<file path="src/rtl/serializador_pkg.sv">
// serializador shared types
// tx FSM states and word width
package serial_pkg;

  localparam int WORD_W = 8;

  typedef enum logic [1:0] {
    IDLE,
    SHIFT,
    WAIT_HI,
    WAIT_LO
  } tx_state_t;

endpackage

</file>
<file path="src/rtl/serializador_if.sv">
// serializador parallel-side bus
// byte handshake: producer drives, FIFO answers
interface serializador_if;
  import serial_pkg::*;

  logic [WORD_W-1:0] data_in;
  logic              data_valid;
  logic              ready_out;

  modport master (
    output data_in,
    output data_valid,
    input  ready_out
  );

  modport slave (
    input  data_in,
    input  data_valid,
    output ready_out
  );

endinterface

</file>
<file path="src/rtl/serializador_fila_bytes.sv">
// fila_bytes: synchronous byte FIFO
// power-of-two depth, wrapping pointers
module fila_bytes #(
  parameter int DEPTH  = 4,
  parameter int WORD_W = 8,
  localparam int AW    = $clog2(DEPTH),
  localparam int CW    = AW + 1
) (
  input  logic              clk,
  input  logic              reset,
  input  logic              push,
  input  logic              pop,
  input  logic [WORD_W-1:0] din,
  output logic [WORD_W-1:0] dout,
  output logic              full,
  output logic              empty,
  output logic [CW-1:0]     count
);

  logic [WORD_W-1:0] mem [DEPTH];
  logic [AW-1:0]     wr_ptr;
  logic [AW-1:0]     rd_ptr;
  logic              push_ok;
  logic              pop_ok;

  assign full    = (count == CW'(DEPTH));
  assign empty   = (count == '0);
  // a full FIFO refuses a push even if it pops this cycle
  assign push_ok = push && !full;
  assign pop_ok  = pop && !empty;
  assign dout    = mem[rd_ptr];

  // storage write; contents are don't-care while empty
  always_ff @(posedge clk) begin
    if (push_ok) begin
      mem[wr_ptr] <= din;
    end
  end

  // pointers and occupancy
  always_ff @(posedge clk) begin
    if (reset) begin
      wr_ptr <= '0;
      rd_ptr <= '0;
      count  <= '0;
    end else begin
      if (push_ok) begin
        wr_ptr <= wr_ptr + AW'(1);
      end
      if (pop_ok) begin
        rd_ptr <= rd_ptr + AW'(1);
      end
      unique case ({push_ok, pop_ok})
        2'b10:   count <= count + CW'(1);
        2'b01:   count <= count - CW'(1);
        default: count <= count;
      endcase
    end
  end

endmodule

</file>
<file path="src/rtl/serializador.sv">
// serializador: byte FIFO to MSB-first bit stream
// paced by the receiver's full/ack status
module serializador
  import serial_pkg::*;
#(
  parameter int DEPTH = 4,
  localparam int CW   = $clog2(DEPTH) + 1
) (
  input  logic           clk_100KHz,
  input  logic           reset,
  serializador_if.slave  bus,
  input  logic           status_in,
  output logic           data_out,
  output logic           write_out,
  output logic           busy
);

  tx_state_t         state;
  logic [WORD_W-1:0] shreg;
  logic [2:0]        bitcnt;
  logic [WORD_W-1:0] head;
  logic [CW-1:0]     count;
  logic              full;
  logic              empty;
  logic              push;
  logic              pop;

  assign bus.ready_out = (count != CW'(DEPTH));
  assign push          = bus.data_valid && !full;
  assign pop           = (state == IDLE) && !empty;
  assign busy          = (state != IDLE) || !empty;

  fila_bytes #(
    .DEPTH  (DEPTH),
    .WORD_W (WORD_W)
  ) u_fila (
    .clk   (clk_100KHz),
    .reset (reset),
    .push  (push),
    .pop   (pop),
    .din   (bus.data_in),
    .dout  (head),
    .full  (full),
    .empty (empty),
    .count (count)
  );

  // tx FSM: load, shift 8 strobes, then wait for receiver ack
  always_ff @(posedge clk_100KHz) begin
    if (reset) begin
      state     <= IDLE;
      shreg     <= '0;
      bitcnt    <= '0;
      data_out  <= 1'b0;
      write_out <= 1'b0;
    end else begin
      unique case (state)
        IDLE: begin
          write_out <= 1'b0;
          data_out  <= 1'b0;
          if (!empty) begin
            shreg  <= head;
            bitcnt <= '0;
            state  <= SHIFT;
          end
        end
        SHIFT: begin
          write_out <= 1'b1;
          data_out  <= shreg[WORD_W-1];
          shreg     <= {shreg[WORD_W-2:0], 1'b0};
          bitcnt    <= bitcnt + 3'd1;
          if (bitcnt == 3'd7) begin
            state <= WAIT_HI;
          end
        end
        WAIT_HI: begin
          write_out <= 1'b0;
          data_out  <= 1'b0;
          if (status_in) begin
            state <= WAIT_LO;
          end
        end
        WAIT_LO: begin
          write_out <= 1'b0;
          data_out  <= 1'b0;
          if (!status_in) begin
            state <= IDLE;
          end
        end
        default: begin
          state <= IDLE;
        end
      endcase
    end
  end

endmodule

</file>
<file path="src/flat_wrapper.sv">
// flat-port wrapper written by rule: the top's interface ports become plain ports
module serializador_flat import serial_pkg::*;
#(
  parameter int DEPTH = 4,
  localparam int CW   = $clog2(DEPTH) + 1
)
  (clk_100KHz, reset, status_in, data_out, write_out, busy, bus_data_in, bus_data_valid, bus_ready_out);
  serializador_if bus_i ();
  input  logic clk_100KHz;
  input  logic reset;
  input  logic status_in;
  output logic data_out;
  output logic write_out;
  output logic busy;
  input wire logic [$bits(bus_i.data_in)-1:0] bus_data_in;
  input wire logic [$bits(bus_i.data_valid)-1:0] bus_data_valid;
  output wire logic [$bits(bus_i.ready_out)-1:0] bus_ready_out;
  assign bus_i.data_in = bus_data_in;
  assign bus_i.data_valid = bus_data_valid;
  assign bus_ready_out = bus_i.ready_out;
  serializador #(.DEPTH(DEPTH)) u_core (.clk_100KHz(clk_100KHz), .reset(reset), .bus(bus_i), .status_in(status_in), .data_out(data_out), .write_out(write_out), .busy(busy));
endmodule
</file>
<file path="config.mk">
export PLATFORM = sky130hd
export DESIGN_NAME = serializador_flat
export DESIGN_NICKNAME = d
export VERILOG_FILES = /design/src/rtl/serializador_pkg.sv /design/src/rtl/serializador_if.sv /design/src/rtl/serializador_fila_bytes.sv /design/src/rtl/serializador.sv /design/src/flat_wrapper.sv
export SDC_FILE = /design/constraint.sdc
export NUM_CORES = 1
export LEC_CHECK = 0
export CORE_AREA = 2 2 72 74
export CTS_BUF_LIST = sky130_fd_sc_hd__clkbuf_4 sky130_fd_sc_hd__clkbuf_8
export DETAILED_ROUTE_END_ITERATION = 8
export DIE_AREA = 0 0 74 76
export PLACE_DENSITY = 0.75
export RECOVER_POWER = 100
export SKIP_LAST_GASP = 1
export SYNTH_ARGS = -nofsm -noshare
export SYNTH_HDL_FRONTEND = slang
export SYNTH_SLANG_ARGS = --single-unit
</file>
<file path="constraint.sdc">
create_clock -name clk_100KHz -period 3.1 [get_ports clk_100KHz]
set_input_delay 0.31 -clock clk_100KHz [delete_from_list [all_inputs] [get_ports clk_100KHz]]
set_output_delay 0.31 -clock clk_100KHz [all_outputs]
set_load 0.02 [all_outputs]
</file>
# After elaboration in Yosys (flattened, before gate mapping)
# Memories as Yosys holds them, arrays and structs flattened. A register that Yosys moved wholly into a read port is not among the register bits.
# Cells that the tools add are included.
[classes] n_addsub=5 eq_ne=12 n_mux=16 n_reduce_logical=15
[ops] op="8-bit one-hot mux with 2 select lines" count=1
[ops] op="2-bit two-way mux" count=6
[ops] op="3-bit one-hot mux with 2 select lines" count=2
[ops] op="8-bit two-way mux" count=1
[ops] op="2-bit one-hot mux with 4 select lines" count=1
[ops] op="3-bit by 1-bit adder with 3-bit output, second input constant" count=2
[ops] op="2-bit == test, second input constant" count=3
[ops] op="3-bit == test, second input constant" count=2
[ops] op="2-bit != test, second input constant" count=3
[ops] op="2-bit nonzero test" count=3
[ops] op="2-bit by 1-bit adder with 2-bit output, second input constant" count=2
[ops] op="2-bit by 1-bit == test with 1-bit output, second input constant" count=2
[ops] op="1-bit logical AND" count=4
[ops] op="1-bit one-hot mux with 2 select lines" count=2
[ops] op="4-bit AND reduction" count=1
[ops] op="3-bit zero test" count=1
[ops] op="3-bit two-way mux" count=1
[ops] op="3-bit != test, second input constant" count=1
[ops] op="3-bit OR reduction" count=1
[ops] op="3-bit by 1-bit subtractor with 3-bit output, second input constant" count=1
[ops] op="1-bit zero test" count=2
[ops] op="2-bit zero test" count=1
[ops] op="1-bit two-way mux" count=2
[ops] op="2-bit by 1-bit != test with 1-bit output, second input constant" count=1
[ops] op="other kinds (2)" count=2
[word_totals] register_bits=22 ram_bits=32 input_bits=12 out_inout_bits=4 elab_cells=57 mem_count=1
[mem_list] name="u_core.u_fila.mem" words=4 word_bits=8 read_ports=1 rd_ports_with_merged_regs=1 wr=1 line_no="serializador_fila_bytes.sv:20" source="logic [WORD_W-1:0] mem [DEPTH];"

# Depth between registers and ports, before layout
[logic_depth] word_depth=6 depth_mapped=8

# Cells and area by module
# From an unflattened synthesis, not the netlist that was laid out.
[hier_totals] hier_cells=182 area_unflattened_um2=2421.1
[by_module_without_submodules] mod="fila_bytes" n_inst=1 cells_per_inst=96 area_per_inst_um2=1630.3 seq_area_each_um2=1141.1
[by_module_without_submodules] mod="serializador" n_inst=1 cells_per_inst=86 area_per_inst_um2=790.8 seq_area_each_um2=300.3

# Worst setup path before layout
# Ideal clock, no wire load.
[synth_path] path_type="register to register" start="reg u_core.state[0]" end="reg u_core.u_fila.count[2]" setup_ps=71 t_arrival_ps=2134 required_ps=3029 path_slack_ps=895 path_stages_with_launch=9 path_buffers=0 period_less_slack_ps=2205 path_cell_list="dfxtp_1 -> inv_1 -> ha_1 -> o31a_2 -> ha_1 -> fa_1 -> xnor2_1 -> or3_2 -> a21oi_1"
[synth_via] elab_chain_cells=5
[synth_lines] item="start, declared" line_no="serializador.sv:18" source="tx_state_t state;"
[synth_lines] item="start signal, assigned" line_no="serializador.sv:51" source="state <= IDLE;"
[synth_lines] item="start signal, assigned" line_no="serializador.sv:64" source="state <= SHIFT;"
[synth_lines] item="start signal, assigned" line_no="serializador.sv:73" source="state <= WAIT_HI;"
[synth_lines] item="2-bit zero test (*)" line_no="serializador.sv:30" source="assign pop = (state == IDLE) && !empty;"
[synth_lines] item="1-bit logical AND (*)" line_no="serializador.sv:30"
[synth_lines] item="1-bit logical AND (*)" line_no="serializador_fila_bytes.sv:30" source="assign pop_ok = pop && !empty;"
[synth_lines] item="net u_core.u_fila.pop_ok" line_no="serializador_fila_bytes.sv:24" source="logic pop_ok;"
[synth_lines] item="2-bit by 1-bit == test with 1-bit output / 2-bit == test (equally long branches)" line_no="serializador_fila_bytes.sv:53" source="unique case ({push_ok, pop_ok})"
[synth_lines] item="3-bit one-hot mux with 2 select lines / 2-bit nonzero test (equally long branches)"
[synth_lines] item="end signal, assigned" line_no="serializador_fila_bytes.sv:54" source="2'b10: count <= count + CW'(1);"
[synth_lines] item="end signal, assigned" line_no="serializador_fila_bytes.sv:55" source="2'b01: count <= count - CW'(1);"
[synth_lines] item="end signal, assigned" line_no="serializador_fila_bytes.sv:56" source="default: count <= count;"
[synth_lines] item="end, declared" line_no="serializador_fila_bytes.sv:17" source="output logic [CW-1:0] count"
# Mark *: on every way through the listed nets, which the timed path passes. The rest lies on a longest branch.
# A chain may end at the register's enable or synchronous reset.

# Worst setup path in the final report
[layout_path] start="reg u_core.state[1]" end="out busy"
[layout_via] elab_chain_cells=2
[layout_lines] item="2-bit nonzero test" line_no="serializador.sv:31" source="assign busy = (state != IDLE) || !empty;"
[layout_lines] item="1-bit logical OR" line_no="serializador.sv:31"
[layout_lines] item="end, declared" line_no="flat_wrapper.sv:14" source="output logic busy;"
# Every way passes these cells.

==> reports/metrics.csv <==
stage,metric,value,unit
cells_and_area,fin_area,2670,sq um
hold_path,holdPathStages,2,
sta,fin_crit_sh,87.5,%
logic_synthesis,synth-seq-cells,56,
logic_synthesis,synth_flop_cell,edfxtp_1,
critical_path,worst-path-buf-inv,3,
die,rows,26,
cells_and_area,num-nets-final,215,
critical_path,cp.depth,5,
place,place_congestion,0.729,
logic_synthesis,synth_cells,177,
routing,drc,0,
die,initial_core_util,49.0,%
sta,slew_headroom,40.1,%
cts,path_clk_slew,90,ps
sta,fin_ws,388,ps
cts,cts_max_level,2,
power,finalPower,2.31,mW
critical_path,critPathCapture,busy,
global_route,grt_max_degree,25,
critical_path,r2r_start,u_core.state[0]$_SDFFE_PP0P_,
routing,detail-route-antenna-nets,0,
sta,tightest_slew,896,ps
cts,clk_latency,300,ps
place,hpwl,2860,um
sta,slew_viol_final,0,
die,io_pins,16,
cts,cts_tree,yes,
cts,cts.path.max_buffers,2,
cells_and_area,fill_cells,402,
critical_path,r2r_end,u_core.u_fila.count[2]$_SDFFE_PP0P_,
cts,post_cts_buffers,0,
cells_and_area,area_growth,11.0,%
cts,ctsHoldBuffers,0,
critical_path,crit_type,reg2out,
critical_path,critPathMaxFanout,12,
routing,dr.pass1.iters,4,
critical_path,crit_path_end_kind,primary output,
die,die_width,74,um
outcome,status,"finished, final reports clean",
sta,setup-tns-final,0,ps
critical_path,r2r.worst_path.cells,8,
die,core,4910,sq um
logic_synthesis,synth-async-reset-ratio,0,%
cells_and_area,drive_above_1_share,14.1,%
sta,rsz0062_at_grt,false,
sta,max_freq,369,MHz
routing,via_count,1427,
global_route,grt_pass1_wl,6610,um
cts,cts_buffers,5,
run,drv_cap,0,
global_route,grt_antenna_before_repair,0,
cts,cts-root-buf,clkbuf_8,
logic_synthesis,yosysSeqAreaShare,59.9,%
critical_path,required,2790,ps
logic_synthesis,synth_area,2410,sq um
global_route,grt_overflow,0,
critical_path,crit_path_start,u_core.state[1]$_SDFFE_PP0P_,
sta,fin_crit,2710,ps
routing,drtIter0Drc,76,
critical_path,slowest_delay,720,ps
cts,cts_resized,0,
cells_and_area,layout.cells.non_filler,261,
sta,skew,10.7,ps
sta,final_hold_viol_count,0,
power,ir_drop,0.378,mV
place,postPlaceCellArea,2590,sq um
routing,via_per_inst,5.47,
power,power_density,863,nW/um^2
critical_path,critical_path.top_delay_family,buffers and inverters,
place,dp.cells,253,
die,die_h,76,um
die,die_area,5620,sq um
routing,wl_per_cell,16.1,um
critical_path,worstPathArrival,2400,ps
routing,routed_wl,4200,um
place,dp_slack,600,ps
critical_path,crit_top_cell,inv_1,
sta,setup_viol,0,
logic_synthesis,synth.net_count,202,
critical_path,worstSetupStartpointType,flip-flop,
logic_synthesis,synth.avg_cell_area,13.6,sq um
critical_path,r2r_slack,640,ps
critical_path,slowest_stage,dlygate4sd3_1,
power,p_leak,0.954,nW
cells_and_area,final-seq-area,1440,sq um
cells_and_area,n_antenna_cell,0,
global_route,grt_usage,15.8,%
logic_synthesis,ys_warn_count,0,
place,port_buffers,15,
cells_and_area,multi_input_area,881,sq um
logic_synthesis,synth_edf_count,32,
critical_path,worstPathCellList,inv_1 > ha_1 > nor4b_4 > inv_1 > dlygate4sd3_1,
logic_synthesis,synthDistinctLibCells,38,
hold_path,min_path_type,reg2reg,
global_route,grt_pass1_vias,1457,
cts,cts.sinks,56,
==> tightest hold or removal path: cells and delay by family (launching register included) <==
family | cells | cell delay [ps]
flops | 1 | 320
simple gates | 2 | 110
==> per-stage QoR <==
stage                     hold WS (ps)  utilization, %
final                              469            54.4
after global routing               493            54.4
after CTS                          473            54.6
after detailed placement           458            52.7
after global placement             445            52.7
after floorplan                    382               -
==> report_power, final <==
group | internal (mW) | total [mW] | switching (mW)
combinational | 0.394 | 0.878 | 0.484
clock | 0.179 | 0.394 | 0.216
sequential | 0.922 | 1.03 | 0.113
total | 1.49 | 2.31 | 0.812
==> how the worst min path moves through the flow <==
| stage | from | to | slack [ps] |
|---|---|---|---|
| after floorplan | reset | u_core.write_out$_SDFF_PP0_ | 380 |
| after global placement | u_core.shreg[7]$_SDFFE_PP0P_ | u_core.data_out$_SDFF_PP0_ | 440 |
| after detailed placement | u_core.shreg[7]$_SDFFE_PP0P_ | u_core.data_out$_SDFF_PP0_ | 460 |
| after CTS | u_core.shreg[7]$_SDFFE_PP0P_ | u_core.data_out$_SDFF_PP0_ | 470 |
| after global routing | u_core.shreg[7]$_SDFFE_PP0P_ | u_core.data_out$_SDFF_PP0_ | 490 |
| final | u_core.shreg[7]$_SDFFE_PP0P_ | u_core.data_out$_SDFF_PP0_ | 470 |
==> sequential cells by signal (all words and copies together), names as in the netlist, named ones only <==
name                  count
u_core.u_fila.mem        32
u_core.shreg              8
u_core.bitcnt             3
u_core.u_fila.count       3
u_core.state              2
u_core.u_fila.rd_ptr      2
u_core.u_fila.wr_ptr      2
u_core.data_out           1
u_core.write_out          1
==> Yosys cell counts, types with 5 or more instances <==
cell      number  share of area [%]
edfxtp_1      32                 40
dfxtp_1       24                 20
a21oi_1       13                2.7
ha_1          12                6.2
mux2_2        12                5.6
nor2_1         9                1.4
a211oi_1       7                2.2
a222oi_1       7                2.9
inv_1          5               0.78
o21ai_0        5                1.0
==> final cells by class <==
cell class / count / share of cell area (%)
clock buffer: 6 / 3.09
clock inverter: 2 / 0.375
inverter: 5 / 0.703
multi-input combinational: 107 / 33.0
sequential: 56 / 54.0
tap: 70 / 3.28
timing repair buffer: 15 / 5.62
==> layout by cell type (no fill, tap or decap), drive strengths merged, types with 5 or more instances in the layout <==
cell	n
a222oi	7
mux2	14
dfxtp	24
inv	5
a21oi	14
ha	12
o21ai	5
a211oi	7
edfxtp	32
nor2	9
dlygate4sd3	13
clkbuf	6
==> cells by family (layout without fill, tap and decap cells) <==
kind of cell,count (synthesis),in the layout,synth area share (%)
adders and majority gates,13,13,7.07
buffers and inverters,14,28,3.17
and+or+nand+nor,34,34,8.63
muxes,17,17,8.63
xor gates and xnor gates,4,4,1.46
AOI/OAI and AO/OA,39,39,11.2
DFF,56,56,59.9
==> routing by layer <==
metal / track usage [%] / share of wire, %
met1: 19.1 / 43
met5: 0 / 0
met3: 4.76 / 3.8
met2: 25.8 / 51
met4: 6.73 / 1.8
No activity file was read; power rests on OpenSTA's default activity.
